<file path="src/rtl/note_sequencer_if.sv">
// CPU-side write bus and Sound-side outputs of the note sequencer.
// The master modport is the CPU/bench side; the slave modport is the sequencer.
interface note_sequencer_if;
    logic        load;
    logic        addr;
    logic [15:0] in;
    logic        stop;
    logic [15:0] out;
    logic        busy;
    logic        full;
    logic        empty;
    logic        ovf;

    modport master (
        output load, addr, in, stop,
        input  out, busy, full, empty, ovf
    );

    modport slave (
        input  load, addr, in, stop,
        output out, busy, full, empty, ovf
    );
endinterface

</file>
<file path="src/rtl/note_sequencer.sv">
// Tone queue feeding Sound: the CPU pushes {period, duration} notes into a FIFO,
// and each note holds its period on out for duration ticks, back-to-back.
module note_sequencer #(
    parameter int DEPTH    = 16,
    parameter int TICK_DIV = 25000
) (
    input  logic             clk,
    input  logic             reset,
    note_sequencer_if.slave  bus
);
    localparam int AW = $clog2(DEPTH);
    localparam int CW = AW + 1;
    localparam int TW = (TICK_DIV > 1) ? $clog2(TICK_DIV) : 1;

    typedef enum logic {IDLE, PLAY} state_t;

    logic [31:0]    mem [DEPTH];
    logic [AW-1:0]  wptr, rptr;
    logic [CW-1:0]  count;
    logic           empty_r, full_r, ovf_r;
    logic [15:0]    period_reg;

    state_t         state, state_n;
    logic [15:0]    out_r, out_n;
    logic [15:0]    rem, rem_n;
    logic [TW-1:0]  tick, tick_n;
    logic           pop;

    logic           push_req, push_ok, full_now, have_note;
    logic [15:0]    head_period, head_dur;

    assign push_req    = bus.load & bus.addr & ~bus.stop;
    assign full_now    = (count == CW'(DEPTH));
    assign push_ok     = push_req & ~full_now;
    // The empty flag lags count by one edge; the count test keeps a stale flag
    // from popping an entry that was just consumed.
    assign have_note   = ~empty_r & (count != '0);
    assign head_period = mem[rptr][31:16];
    assign head_dur    = mem[rptr][15:0];

    assign bus.out   = out_r;
    assign bus.busy  = (state == PLAY);
    assign bus.full  = full_r;
    assign bus.empty = empty_r;
    assign bus.ovf   = ovf_r;

    always_ff @(posedge clk) begin
        if (!reset && push_ok) begin
            mem[wptr] <= {period_reg, bus.in};
        end
    end

    always_ff @(posedge clk) begin
        if (reset) begin
            wptr       <= '0;
            rptr       <= '0;
            count      <= '0;
            empty_r    <= 1'b1;
            full_r     <= 1'b0;
            ovf_r      <= 1'b0;
            period_reg <= '0;
        end else if (bus.stop) begin
            wptr    <= '0;
            rptr    <= '0;
            count   <= '0;
            empty_r <= 1'b1;
            full_r  <= 1'b0;
            ovf_r   <= 1'b0;
        end else begin
            if (bus.load && !bus.addr) begin
                period_reg <= bus.in;
            end
            if (push_req && full_now) begin
                ovf_r <= 1'b1;
            end
            if (push_ok) begin
                wptr <= wptr + AW'(1);
            end
            if (pop) begin
                rptr <= rptr + AW'(1);
            end
            case ({push_ok, pop})
                2'b10:   count <= count + CW'(1);
                2'b01:   count <= count - CW'(1);
                default: count <= count;
            endcase
            empty_r <= (count == '0);
            full_r  <= full_now;
        end
    end

    always_ff @(posedge clk) begin
        if (reset || bus.stop) begin
            state <= IDLE;
            out_r <= '0;
            rem   <= '0;
            tick  <= '0;
        end else begin
            state <= state_n;
            out_r <= out_n;
            rem   <= rem_n;
            tick  <= tick_n;
        end
    end

    always_comb begin
        state_n = state;
        out_n   = out_r;
        rem_n   = rem;
        tick_n  = tick;
        pop     = 1'b0;
        case (state)
            IDLE: begin
                out_n = '0;
                if (have_note) begin
                    pop   = 1'b1;
                    rem_n = head_dur;
                    tick_n = '0;
                    if (head_dur != '0) begin
                        state_n = PLAY;
                        out_n   = head_period;
                    end
                end
            end
            PLAY: begin
                if (tick == TW'(TICK_DIV - 1)) begin
                    tick_n = '0;
                    if (rem == 16'd1) begin
                        // Note end: chain straight into the next note when one is queued.
                        if (have_note) begin
                            pop   = 1'b1;
                            rem_n = head_dur;
                            if (head_dur == '0) begin
                                state_n = IDLE;
                                out_n   = '0;
                            end else begin
                                out_n = head_period;
                            end
                        end else begin
                            state_n = IDLE;
                            out_n   = '0;
                            rem_n   = '0;
                        end
                    end else begin
                        rem_n = rem - 16'd1;
                    end
                end else begin
                    tick_n = tick + TW'(1);
                end
            end
            default: begin
                state_n = IDLE;
                out_n   = '0;
            end
        endcase
    end
endmodule
</file>
<file path="src/flat_wrapper.sv">
// flat-port wrapper written by rule: the top's interface ports become plain ports
module note_sequencer_flat 
#(
    parameter int DEPTH    = 16,
    parameter int TICK_DIV = 25000
)
  (clk, reset, bus_load, bus_addr, bus_in, bus_stop, bus_out, bus_busy, bus_full, bus_empty, bus_ovf);
  note_sequencer_if bus_i ();
  input  logic clk;
  input  logic reset;
  input wire logic [$bits(bus_i.load)-1:0] bus_load;
  input wire logic [$bits(bus_i.addr)-1:0] bus_addr;
  input wire logic [$bits(bus_i.in)-1:0] bus_in;
  input wire logic [$bits(bus_i.stop)-1:0] bus_stop;
  output wire logic [$bits(bus_i.out)-1:0] bus_out;
  output wire logic [$bits(bus_i.busy)-1:0] bus_busy;
  output wire logic [$bits(bus_i.full)-1:0] bus_full;
  output wire logic [$bits(bus_i.empty)-1:0] bus_empty;
  output wire logic [$bits(bus_i.ovf)-1:0] bus_ovf;
  assign bus_i.load = bus_load;
  assign bus_i.addr = bus_addr;
  assign bus_i.in = bus_in;
  assign bus_i.stop = bus_stop;
  assign bus_out = bus_i.out;
  assign bus_busy = bus_i.busy;
  assign bus_full = bus_i.full;
  assign bus_empty = bus_i.empty;
  assign bus_ovf = bus_i.ovf;
  note_sequencer #(.DEPTH(DEPTH), .TICK_DIV(TICK_DIV)) u_core (.clk(clk), .reset(reset), .bus(bus_i));
endmodule
</file>
<file path="config.mk">
export PLATFORM = sky130hd
export DESIGN_NAME = note_sequencer_flat
export DESIGN_NICKNAME = d
export VERILOG_FILES = /design/src/rtl/note_sequencer_if.sv /design/src/rtl/note_sequencer.sv /design/src/flat_wrapper.sv
export SDC_FILE = /design/constraint.sdc
export NUM_CORES = 1
export LEC_CHECK = 0
export CORE_MARGIN = 5
export CORE_UTILIZATION = 45
export CTS_CLUSTER_DIAMETER = 40
export DETAILED_ROUTE_END_ITERATION = 10
export GPL_TIMING_DRIVEN = 0
export PLACE_DENSITY_LB_ADDON = 0.08
export SYNTH_ARGS = -nofsm -noshare
export SYNTH_HDL_FRONTEND = slang
export SYNTH_SLANG_ARGS = --single-unit
</file>
<file path="constraint.sdc">
create_clock -name clk -period 4.8 [get_ports clk]
set_input_delay 0.96 -clock clk [delete_from_list [all_inputs] [get_ports clk]]
set_output_delay 0.96 -clock clk [all_outputs]
set_load 0.02 [all_outputs]
</file>
==> flow_metrics.tcl <==
set metrics [dict create \
    design.portCount 41 \
    synth_area_per_cell_um2 18.3 \
    critPathMaxFanout 11 \
    synthArstFlopShare_pct 0 \
    multiInputGateArea_um2 5920 \
    finalHoldViolCount 0 \
    maxCapViolCount 0 \
    crit_type "reg2reg" \
    cpMaxStageDelayCell "o41ai_4" \
    gp_congestion 0.808 \
    largest-register "u_core.mem" \
    min_from "u_core.bus.out[11]" \
    yosys_warnings 0 \
    final.setup.worst_slack_ps 629 \
    yosysSeqAreaShare_pct 73.4 \
    cts-hold-fix-buffers 0 \
    grt_max_degree 21 \
    crit_arrival_ps 4700 \
    synth_edf_count 512 \
    slew_viol_final 0 \
    root_buffer "clkbuf_16" \
    antenna_found_initial 0 \
    cp_cell_sequence "or4b_1, o41ai_4, and3_1, buf_2, ha_1, clkbuf_1, xor2_1, ha_1, a21oi_1, nand3_1, o31ai_1, a21oi_1, or3_1, a21oi_1" \
    wl_per_cell_um 26.7 \
    switching_share_pct 19.7 \
    cts_tree "yes" \
    clockPowerShare_pct 52.3 \
    grt-ovfl-total 0 \
    seqPwrFrac_pct 46.7 \
    post-route-min-period_ps 4170 \
    hold_class "reg2reg" \
    rsz0062_at_grt "false" \
    clk_pin_slew_ps 50 \
    drtIter0Drc 1361 \
    start_kind "flop" \
    setup_viol 0 \
    largest_reg_flops 512 \
    cts_htree_levels 3 \
    die_h_um 237 \
    rows 83 \
    synthTopCellsByCount "512 x edfxtp_1, 144 x mux4_2, 90 x nand2_1, 84 x dfxtp_1, 71 x nor2_1" \
    relSlewSlack_pct 15.5 \
    antenna_left 0 \
    yosysMostFrequentCell "edfxtp_1" \
    grt_pass1_wl_mm 85.2 \
    synthDistinctLibCells 55 \
    outcome "completed" \
    area_growth_pct 20.8 \
    dp_slack_ps 352 \
    critical_path.top_delay_family "simple AND/OR/NAND/NOR gates" \
    p_sw_mw 2.38 \
    cts_made_buffers 82 \
    antenna_cells 0 \
    syn_inst 1272 \
    vias 12582 \
    hpwl_mm 36.6 \
    startpoint "u_core.tick[11]" \
    synth.largest_area_cell "edfxtp_1" \
    num-fill-cells 3945 \
    ys_ff_latch 596 \
    drive_gt1_share_pct 23.9 \
    syn_nets 1304 \
    peakVddDrop_v 0.000277 \
    synthTopCellsByArea "edfxtp_1 66%, mux4_2 14%, dfxtp_1 7.2%" \
    crit_buf_inv 2 \
    leakagePower_nw 8.60 \
    first_pass_iters 5 \
    cts.sinks 596 \
    die_x_um 237 \
    fin_setup_tns_ps 0 \
    power_density_nw_per_um2 430 \
    die_area_um2 56300 \
    ff_latch_area_um2 17100 \
    crit_top_cell "a21oi_1" \
    tightest_slew_ps 1260 \
    cts_post_setup_buffers_inserted 0 \
    slowest_delay_ps 690 \
    drc 0 \
    synth_flop_cell "edfxtp_1" \
    clk_latency_ps 610 \
    synth_top_area_share_pct 66.2 \
    final.period_utilization_pct 86.9 \
    reg2reg_from "u_core.tick[11]" \
    core_area_um2 51200 \
    first_global_vias 12565 \
    portBuffers 40 \
    fin_skew_ps 26.0 \
    p_int_mw 9.69 \
    grt_use_total_pct 20.6 \
    cts_buffer_depth 3 \
    cp-end-kind "flop" \
    start_util_pct 45.4 \
    crit_required_ps 5330 \
    synth_area_um2 23200 \
    drt-vias-per-instance 5.80 \
    power_frac_comb_pct 1.0 \
    fmax_mhz 240 \
    wl_mm 57.8 \
    cts_resized 0 \
    nets 1451 \
]
==> power groups by stage <==
stage          logic (mW)  clock network [mW]  registers [mW]
6_report            0.116                6.32            5.64
5_1_grt             0.126                6.68            5.64
4_1_cts             0.118                6.42            5.64
3_5_place_dp        0.117                   0            5.75
3_3_place_gp        0.111                   0            5.74
2_1_floorplan      0.0395                   0            5.74
==> per-stage QoR <==
step / instance area (um^2) / cells / power (mW) / utilization, % / hold WS [ps]
4_1_cts: 28100 / 2168 / 12.2 / 54.8 / 447
2_1_floorplan: 23200 / 1272 / 5.77 / - / 454
3_5_place_dp: 25100 / 2015 / 5.86 / 49.1 / 440
6_report: 28100 / 2168 / 12.1 / 54.8 / 442
3_3_place_gp: 24500 / 1992 / 5.86 / 47.8 / 437
5_1_grt: 28100 / 2168 / 12.4 / 54.8 / 453
==> layer usage <==
layer / share of wire, % / global-route usage [%] / vias up
met5: 0 / 0 / -
met4: 2.0 / 5.21 / 0
met3: 5.5 / 4.42 / 91
met2: 47 / 31.7 / 375
met1: 46 / 30.4 / 6652
li1: - / - / 5464
==> logic make-up after synthesis <==
logic type | share of synthesized area, %
multiplexers | 14.1
flip-flops | 73.4
XOR/XNOR | 0.377
AND/OR/NAND/NOR | 5.44
buffers and inverters | 1.59
adder cells (fa/ha/maj) | 0.593
AO/OA/AOI/OAI | 4.51
==> cell usage in the layout, fill, tap and decap left out, types with 5 or more instances in the layout <==
cell / n
bufinv_16: 12
edfxtp_1: 512
nor2b_1: 8
ha_1: 11
mux4_2: 144
a211oi_1: 6
nand3_1: 26
nand2b_1: 9
o21ai_0: 40
nor2_1: 55
o21ai_1: 9
clkinv_1: 5
a21oi_1: 56
clkinv_2: 11
clkbuf_8: 8
xor2_1: 7
nor4_1: 12
buf_2: 10
inv_1: 10
buf_4: 13
inv_6: 7
nand2_1: 90
buf_12: 11
clkinv_4: 5
clkinvlp_4: 6
nor2_4: 16
dfxtp_1: 84
clkdlybuf4s50_1: 40
nor3_1: 10
buf_16: 11
clkbuf_16: 85
clkbuf_1: 47
a22oi_1: 34
or3_1: 8
==> layout make-up <==
cell class / instances / share of cell area, %
tap: 680 / 3.03
sequential: 596 / 60.8
clock inverter: 50 / 2.31
buffer: 66 / 1.18
multi-input combinational: 600 / 21.1
inverter: 10 / 0.134
timing repair buffer: 63 / 3.33
clock buffer: 103 / 8.11
==> path summary, 6_finish.rpt <==
check	endpoint	slack, ps	cells after the start
max reg2reg	u_core.count[4]	630	14
min	u_core.bus.out[11]	440	2
min reg2reg	u_core.bus.out[11]	440	2
max	u_core.count[4]	630	14
==> worst register-to-register path, delay by kind of cell, from the launching register on <==
kind,cells,cell delay (ps)
buffers and inverters,2,620
AO/OA/AOI/OAI,5,1270
XOR/XNOR,1,120
flip-flops,1,340
adder cells (fa/ha/maj),2,400
AND/OR/NAND/NOR,4,1350
Note: power is estimated with default switching activity, not from simulation.
